===== config.mk =====
export PLATFORM = sky130hd
export DESIGN_NAME = butterworth_iir_filter
export DESIGN_NICKNAME = d
export VERILOG_FILES = /design/src/rtl/butterworth_iir_filter.sv
export SDC_FILE = /design/constraint.sdc
export NUM_CORES = 2
export LEC_CHECK = 0
export CAP_MARGIN = 30
export CORE_MARGIN = 1.5
export CORE_UTILIZATION = 30
export CTS_BUF_LIST = sky130_fd_sc_hd__clkbuf_8
export DETAILED_ROUTE_END_ITERATION = 10
export PLACE_DENSITY = 0.55
export SYNTH_ARGS = -nofsm -noshare
export SYNTH_HDL_FRONTEND = slang
export SYNTH_SLANG_ARGS = --single-unit

===== constraint.sdc =====
create_clock -name clk -period 21.1 [get_ports clk]
set_input_delay 4.22 -clock clk [delete_from_list [all_inputs] [get_ports clk]]
set_output_delay 4.22 -clock clk [all_outputs]
set_load 0.03 [all_outputs]

===== src/rtl/butterworth_iir_filter.sv =====
// 2nd-order low-pass Butterworth biquad, Direct Form I, signed fixed point.
// One sample in and one filtered sample out on every rising clock edge.
module butterworth_iir_filter #(
    parameter int WIDTH  = 32,
    parameter int COEF_W = 16,
    parameter int FRAC   = 14,
    parameter int B0     = 4799,
    parameter int B1     = 9598,
    parameter int B2     = 4799,
    parameter int A1     = 0,
    parameter int A2     = 2811
) (
    input  logic                    clk,
    input  logic                    rst,
    input  logic signed [WIDTH-1:0] xin,
    output logic signed [WIDTH-1:0] yout
);

    // Accumulator wide enough that no partial sum can overflow.
    localparam int AW = (WIDTH + COEF_W + 3 > 64) ? WIDTH + COEF_W + 3 : 64;

    // Coefficients trimmed to their declared width, then sign-extended.
    localparam logic signed [COEF_W-1:0] B0_C = COEF_W'(B0);
    localparam logic signed [COEF_W-1:0] B1_C = COEF_W'(B1);
    localparam logic signed [COEF_W-1:0] B2_C = COEF_W'(B2);
    localparam logic signed [COEF_W-1:0] A1_C = COEF_W'(A1);
    localparam logic signed [COEF_W-1:0] A2_C = COEF_W'(A2);

    localparam logic signed [AW-1:0] B0_W = AW'(B0_C);
    localparam logic signed [AW-1:0] B1_W = AW'(B1_C);
    localparam logic signed [AW-1:0] B2_W = AW'(B2_C);
    localparam logic signed [AW-1:0] A1_W = AW'(A1_C);
    localparam logic signed [AW-1:0] A2_W = AW'(A2_C);

    // Output range limits expressed at accumulator width.
    localparam logic signed [AW-1:0] Y_MAX = {{(AW - WIDTH + 1){1'b0}}, {(WIDTH - 1){1'b1}}};
    localparam logic signed [AW-1:0] Y_MIN = {{(AW - WIDTH + 1){1'b1}}, {(WIDTH - 1){1'b0}}};

    logic signed [WIDTH-1:0] x1_q, x2_q, y1_q, y2_q;
    logic signed [WIDTH-1:0] y_d;
    logic signed [AW-1:0]    acc;
    logic signed [AW-1:0]    acc_shift;

    // Single-cycle MAC, floor scaling and saturation to the sample range.
    always_comb begin
        acc = B0_W * AW'(xin)
            + B1_W * AW'(x1_q)
            + B2_W * AW'(x2_q)
            - A1_W * AW'(y1_q)
            - A2_W * AW'(y2_q);
        acc_shift = acc >>> FRAC;
        if (acc_shift > Y_MAX) begin
            y_d = Y_MAX[WIDTH-1:0];
        end else if (acc_shift < Y_MIN) begin
            y_d = Y_MIN[WIDTH-1:0];
        end else begin
            y_d = acc_shift[WIDTH-1:0];
        end
    end

    // Output register and delay lines; feedback keeps the saturated output.
    always_ff @(posedge clk or negedge rst) begin
        if (!rst) begin
            yout <= '0;
            x1_q <= '0;
            x2_q <= '0;
            y1_q <= '0;
            y2_q <= '0;
        end else begin
            yout <= y_d;
            x2_q <= x1_q;
            x1_q <= xin;
            y2_q <= y1_q;
            y1_q <= y_d;
        end
    end

endmodule


======== Word-level counts from Yosys, hierarchy flattened ========
Index checks and enable logic that the tools add are counted.
storage, ports and cells
  register bits after elaboration ......... 128
  input port bits ......................... 34
  output and inout port bits .............. 32
  logic and storage cells ................. 15
operators by class
  add/subtract/negate cells ............... 3
  multiply operators ...................... 4
  magnitude comparators ................... 2
  muxes and demuxes ....................... 2
operators by type and width
  kind                                                           number
  multiplier 14 x 32 -> 46 bit (first input constant)            3
  two-way mux 32 bit                                             2
  subtractor 49 x 45 -> 50 bit                                   1
  adder 48 x 46 -> 49 bit                                        1
  adder 46 x 47 -> 48 bit                                        1
  multiplier 13 x 32 -> 45 bit (first input constant)            1
  > comparator 36 x 32 -> 1 bit (second input constant)          1
  less-than comparator 36 x 32 -> 1 bit (second input constant)  1

======== Longest topological paths before layout ========
  word-level depth ........................ 7
  mapped depth ............................ 39
  mapped depth without buffers ............ 37

======== Worst setup path before layout ========
Ideal clock, no wire load.
  kind .................................... input-to-reg
  start point ............................. in xin[31]
  end point ............................... reg yout[10]
  library setup time ...................... 0.120 ns
  arrival ................................. 11.841 ns
  data required time ...................... 20.980 ns
  slack ................................... 9.138 ns
  cell stages on the path ................. 30
  buffers on the path ..................... 3
  path through ............................ clkbuf_1 clkinv_1 buf_1 fa_1 inv_1 fa_1 ha_1 fa_1 inv_1 fa_1 inv_1 fa_1 inv_1 fa_1 inv_1 fa_1 fa_1 ha_1 a21o_1 a21o_1 a21o_1 a21o_1 a21oi_1 o21ai_0 a41oi_4 o21ai_2 xor2_1 o41ai_4 buf_6 o21ai_2
between the ends
  cells in the longest elaborated chain, start to end .. 7
  elaborated cells between the ends (all ways) .. 8
  classes of those cells .................. add/sub: 3; mul: 1; order compare: 2; mux: 2
RTL lines
  item                                   line  text
  from (decl)                            15    input logic signed [WIDTH-1:0] xin,
  multiplier 14 x 32 -> 46 bit *         46    acc = B0_W * AW'(xin)
  adder 46 x 47 -> 48 bit *              47    + B1_W * AW'(x1_q)
  adder 48 x 46 -> 49 bit *              48    + B2_W * AW'(x2_q)
  subtractor 49 x 45 -> 50 bit *         50    - A2_W * AW'(y2_q);
  less-than comparator 36 x 32 -> 1 bit  54    end else if (acc_shift < Y_MIN) begin
  two-way mux 32 bit                     54
  two-way mux 32 bit *                   52    if (acc_shift > Y_MAX) begin
  net y_d[10]                            40    logic signed [WIDTH-1:0] y_d;
  to (signal assigned)                   70    yout <= y_d;
  to (decl)                              16    output logic signed [WIDTH-1:0] yout
The timed path passes the listed nets; every way through them passes the cells marked *.

======== Worst setup path in the final report ========
  start point ............................. in xin[30]
  end point ............................... reg yout[0]
The elaborated chain is that of the path after synthesis.

==> flow_metrics.env <==
export IMPL_start_util_pct=30.2
export IMPL_synth_warnings=0
export IMPL_synth_compound_area_share_pct=5.25
export IMPL_drt_iter0_drc=1275
export IMPL_cp_top_family="adder cells"
export IMPL_critPathRequiredTime_ns=21.50
export IMPL_row_count=137
export IMPL_wire_per_inst_um=17.6
export IMPL_fin_nets=5720
export IMPL_start_kind="primary input"
export IMPL_coreArea_um2=140000
export IMPL_synth_avg_cell_area_um2=10.7
export IMPL_cts_repair_resized=0
export IMPL_period_share_pct=61.6
export IMPL_path_buf_inv=7
export IMPL_setup_tns_ns=0
export IMPL_numCtsBuffers=17
export IMPL_gp_congestion=0.925
export IMPL_totalWireLength_mm=104
export IMPL_cts_root_buf="clkbuf_8"
export IMPL_clk_pin_slew_worst_paths_ns=0.10
export IMPL_cpMaxStageDelayCell="clkdlybuf4s50_1"
export IMPL_crit_type="in -> reg"
export IMPL_rsz0062_at_grt="no"
export IMPL_synthArstFlopShare_pct=100
export IMPL_synth_top_family_by_area="adder cells"
export IMPL_syn_num_nets=5645
export IMPL_ys_flop_type="dfrtp_1"
export IMPL_clock_path_buffers=2
export IMPL_setup_viol=0
export IMPL_worst_pin_slew_ns=0.909
export IMPL_htree_levels=4
export IMPL_ant_nets=0
export IMPL_cts_tree="yes"
export IMPL_slew_viol_final=0
export IMPL_grt_pass1_wl_mm=167
export IMPL_drv_cap=0
export IMPL_clk_latency_ns=0.55
export IMPL_die_h_um=378
export IMPL_antenna_found_initial=3
export IMPL_grt_overflow=0
export IMPL_postCtsSetupRepairBufs=0
export IMPL_synth_cells=3957
export IMPL_synthMuxAreaShare_pct=0.151
export IMPL_grt_max_degree=68
export IMPL_via_count=25700
export IMPL_io_pins=66
export IMPL_critPathArrivalTime_ns=13.40
export IMPL_synth_xor_area_share_pct=3.03
export IMPL_hpwl_mm=93.3
export IMPL_ys_types=78
export IMPL_io_buffers=65
export IMPL_hp_class="reg -> reg"
export IMPL_fmax_ghz=0.0769
export IMPL_status="finished, final reports clean"
export IMPL_synth_edf_count=0
export IMPL_syn_to_final_growth_pct=7.98
export IMPL_max_slew_margin_rel_pct=39.4
export IMPL_viasPerCell=4.33
export IMPL_dr_pass1_iters=5
export IMPL_finalHoldViolations=0
export IMPL_period_needed_ns=13.00
export IMPL_synth_simple_area_share_pct=2.35
export IMPL_endpoint_kind="register"
export IMPL_post_route_drc_count=0
export IMPL_drive_above_1_share_pct=2.57
export IMPL_grtUsageTotal_pct=15.7
export IMPL_clock_skew_ns=0.0237
export IMPL_max_stage_delay_ns=0.81
export IMPL_die_area_um2=143000
export IMPL_die_w_um=378
export IMPL_holdBufCountCts=0
export IMPL_cts_sinks=128
export IMPL_path_common_cell="fa_1"
export IMPL_ys_ff_latch=128
export IMPL_synth_fa_ha_area_share_pct=68.2
export IMPL_synth_cell_area_um2=42200
export IMPL_cp_max_fo=31
export IMPL_grt_pass1_vias=28400
export IMPL_seq_area_frac_synth_pct=7.60
-- per-stage QoR --
stage / instance area (um^2) / hold WS, ns / setup slack (ns) / utilization (%) / std cells
floorplan: 42200 / 0.449 / 9.14 / - / 3957
global placement: 45100 / 0.406 / 7.76 / 32.3 / 5889
detailed placement: 45100 / 0.404 / 7.66 / 32.3 / 5889
CTS: 45500 / 0.443 / 8.23 / 32.6 / 5921
global route: 45500 / 0.450 / 7.76 / 32.6 / 5924
finish: 45500 / 0.448 / 8.10 / 32.6 / 5926
-- cell usage after synthesis (5+ instances only) --
master	count	area, um^2
inv_1	1463	5490
fa_1	1076	21500
ha_1	578	7230
dfrtp_1	128	3200
xnor2_1	95	832
a21oi_1	87	435
nand2_1	74	278
nor2_1	59	221
o21ai_0	57	285
xor2_1	49	429
a21o_1	37	278
o21ai_2	33	289
a31oi_1	17	106
nand3_1	15	75.1
nand2b_1	11	68.8
o21bai_1	11	82.6
clkbuf_1	10	37.5
nor2b_1	10	62.6
nor3_1	10	50.1
o21a_1	10	75.1
and3_1	9	56.3
o21ai_1	8	40.0
a211oi_1	7	52.6
buf_6	7	78.8
and2_1	5	31.3
o211ai_1	5	37.5
-- sequential cells by signal, indices dropped and copies added, names as in the netlist --
register	cells
y2_q	32
x1_q	32
yout	32
x2_q	32
-- metal layers --
layer  GRT usage [%]  vias to the layer above  routed length (um)
li1                -                    11600                   -
met1            21.4                    13500               46200
met2            26.6                      417               51600
met3            2.61                       60                5230
met4            2.13                        2                1220
met5               0                        -                  13
-- final cells by class --
type	count	area (um^2)
Antenna cell	5	12.5
Clock buffer	17	234
Clock inverter	15	151
Fill cell	14400	94000
Inverter	1465	5500
Multi-Input combinational cell	2342	33300
Sequential cell	128	3200
Tap cell	1876	2350
Timing Repair Buffer	78	744
-- logic make-up (layout without fill, tap and decap cells) --
| group | count (synthesis) | count (layout) |
|---|---|---|
| simple gates | 213 | 213 |
| compound gates | 323 | 323 |
| flops | 128 | 128 |
| buf+inv | 1487 | 1575 |
| fa+ha+maj | 1654 | 1654 |
| other cells | 1 | 6 |
| xor+xnor | 145 | 145 |
| mux | 6 | 6 |
-- placed cells by master, fill, tap and decap left out, types with 10 or more instances in the layout --
cell type        count
a21o_1              37
a21oi_1             87
a31oi_1             17
buf_4               13
clkbuf_8            17
clkdlybuf4s50_1     63
dfrtp_1            128
fa_1              1076
ha_1               578
inv_1             1463
nand2_1             74
nand2b_1            11
nand3_1             15
nor2_1              59
nor2b_1             10
nor3_1              10
o21a_1              10
o21ai_0             57
o21ai_2             33
o21bai_1            11
xnor2_1             95
xor2_1              49
-- worst paths after layout --
path	start	to	slack (ns)	cells after the start
min in group asynchronous	rst	x2_q[28]	3.67	1
max	xin[30]	yout[0]	8.10	29
min reg2reg	yout[31]	y2_q[31]	0.45	0
min	yout[31]	y2_q[31]	0.45	0
max reg2reg	x1_q[15]	yout[0]	10.47	35
max in group asynchronous	rst	yout[5]	16.01	2
-- worst register-to-register path, delay by kind of cell, from the launching register on --
family          cells  cell delay, ns
xor+xnor            1            0.18
buf+inv             5            0.98
flops               1            0.65
simple gates        3            0.79
fa+ha+maj           9            4.20
compound gates     17            3.69
Power is left out: the tool's default activity adds up to more than one toggle a clock period on the data nets, which glitch-free logic cannot reach.
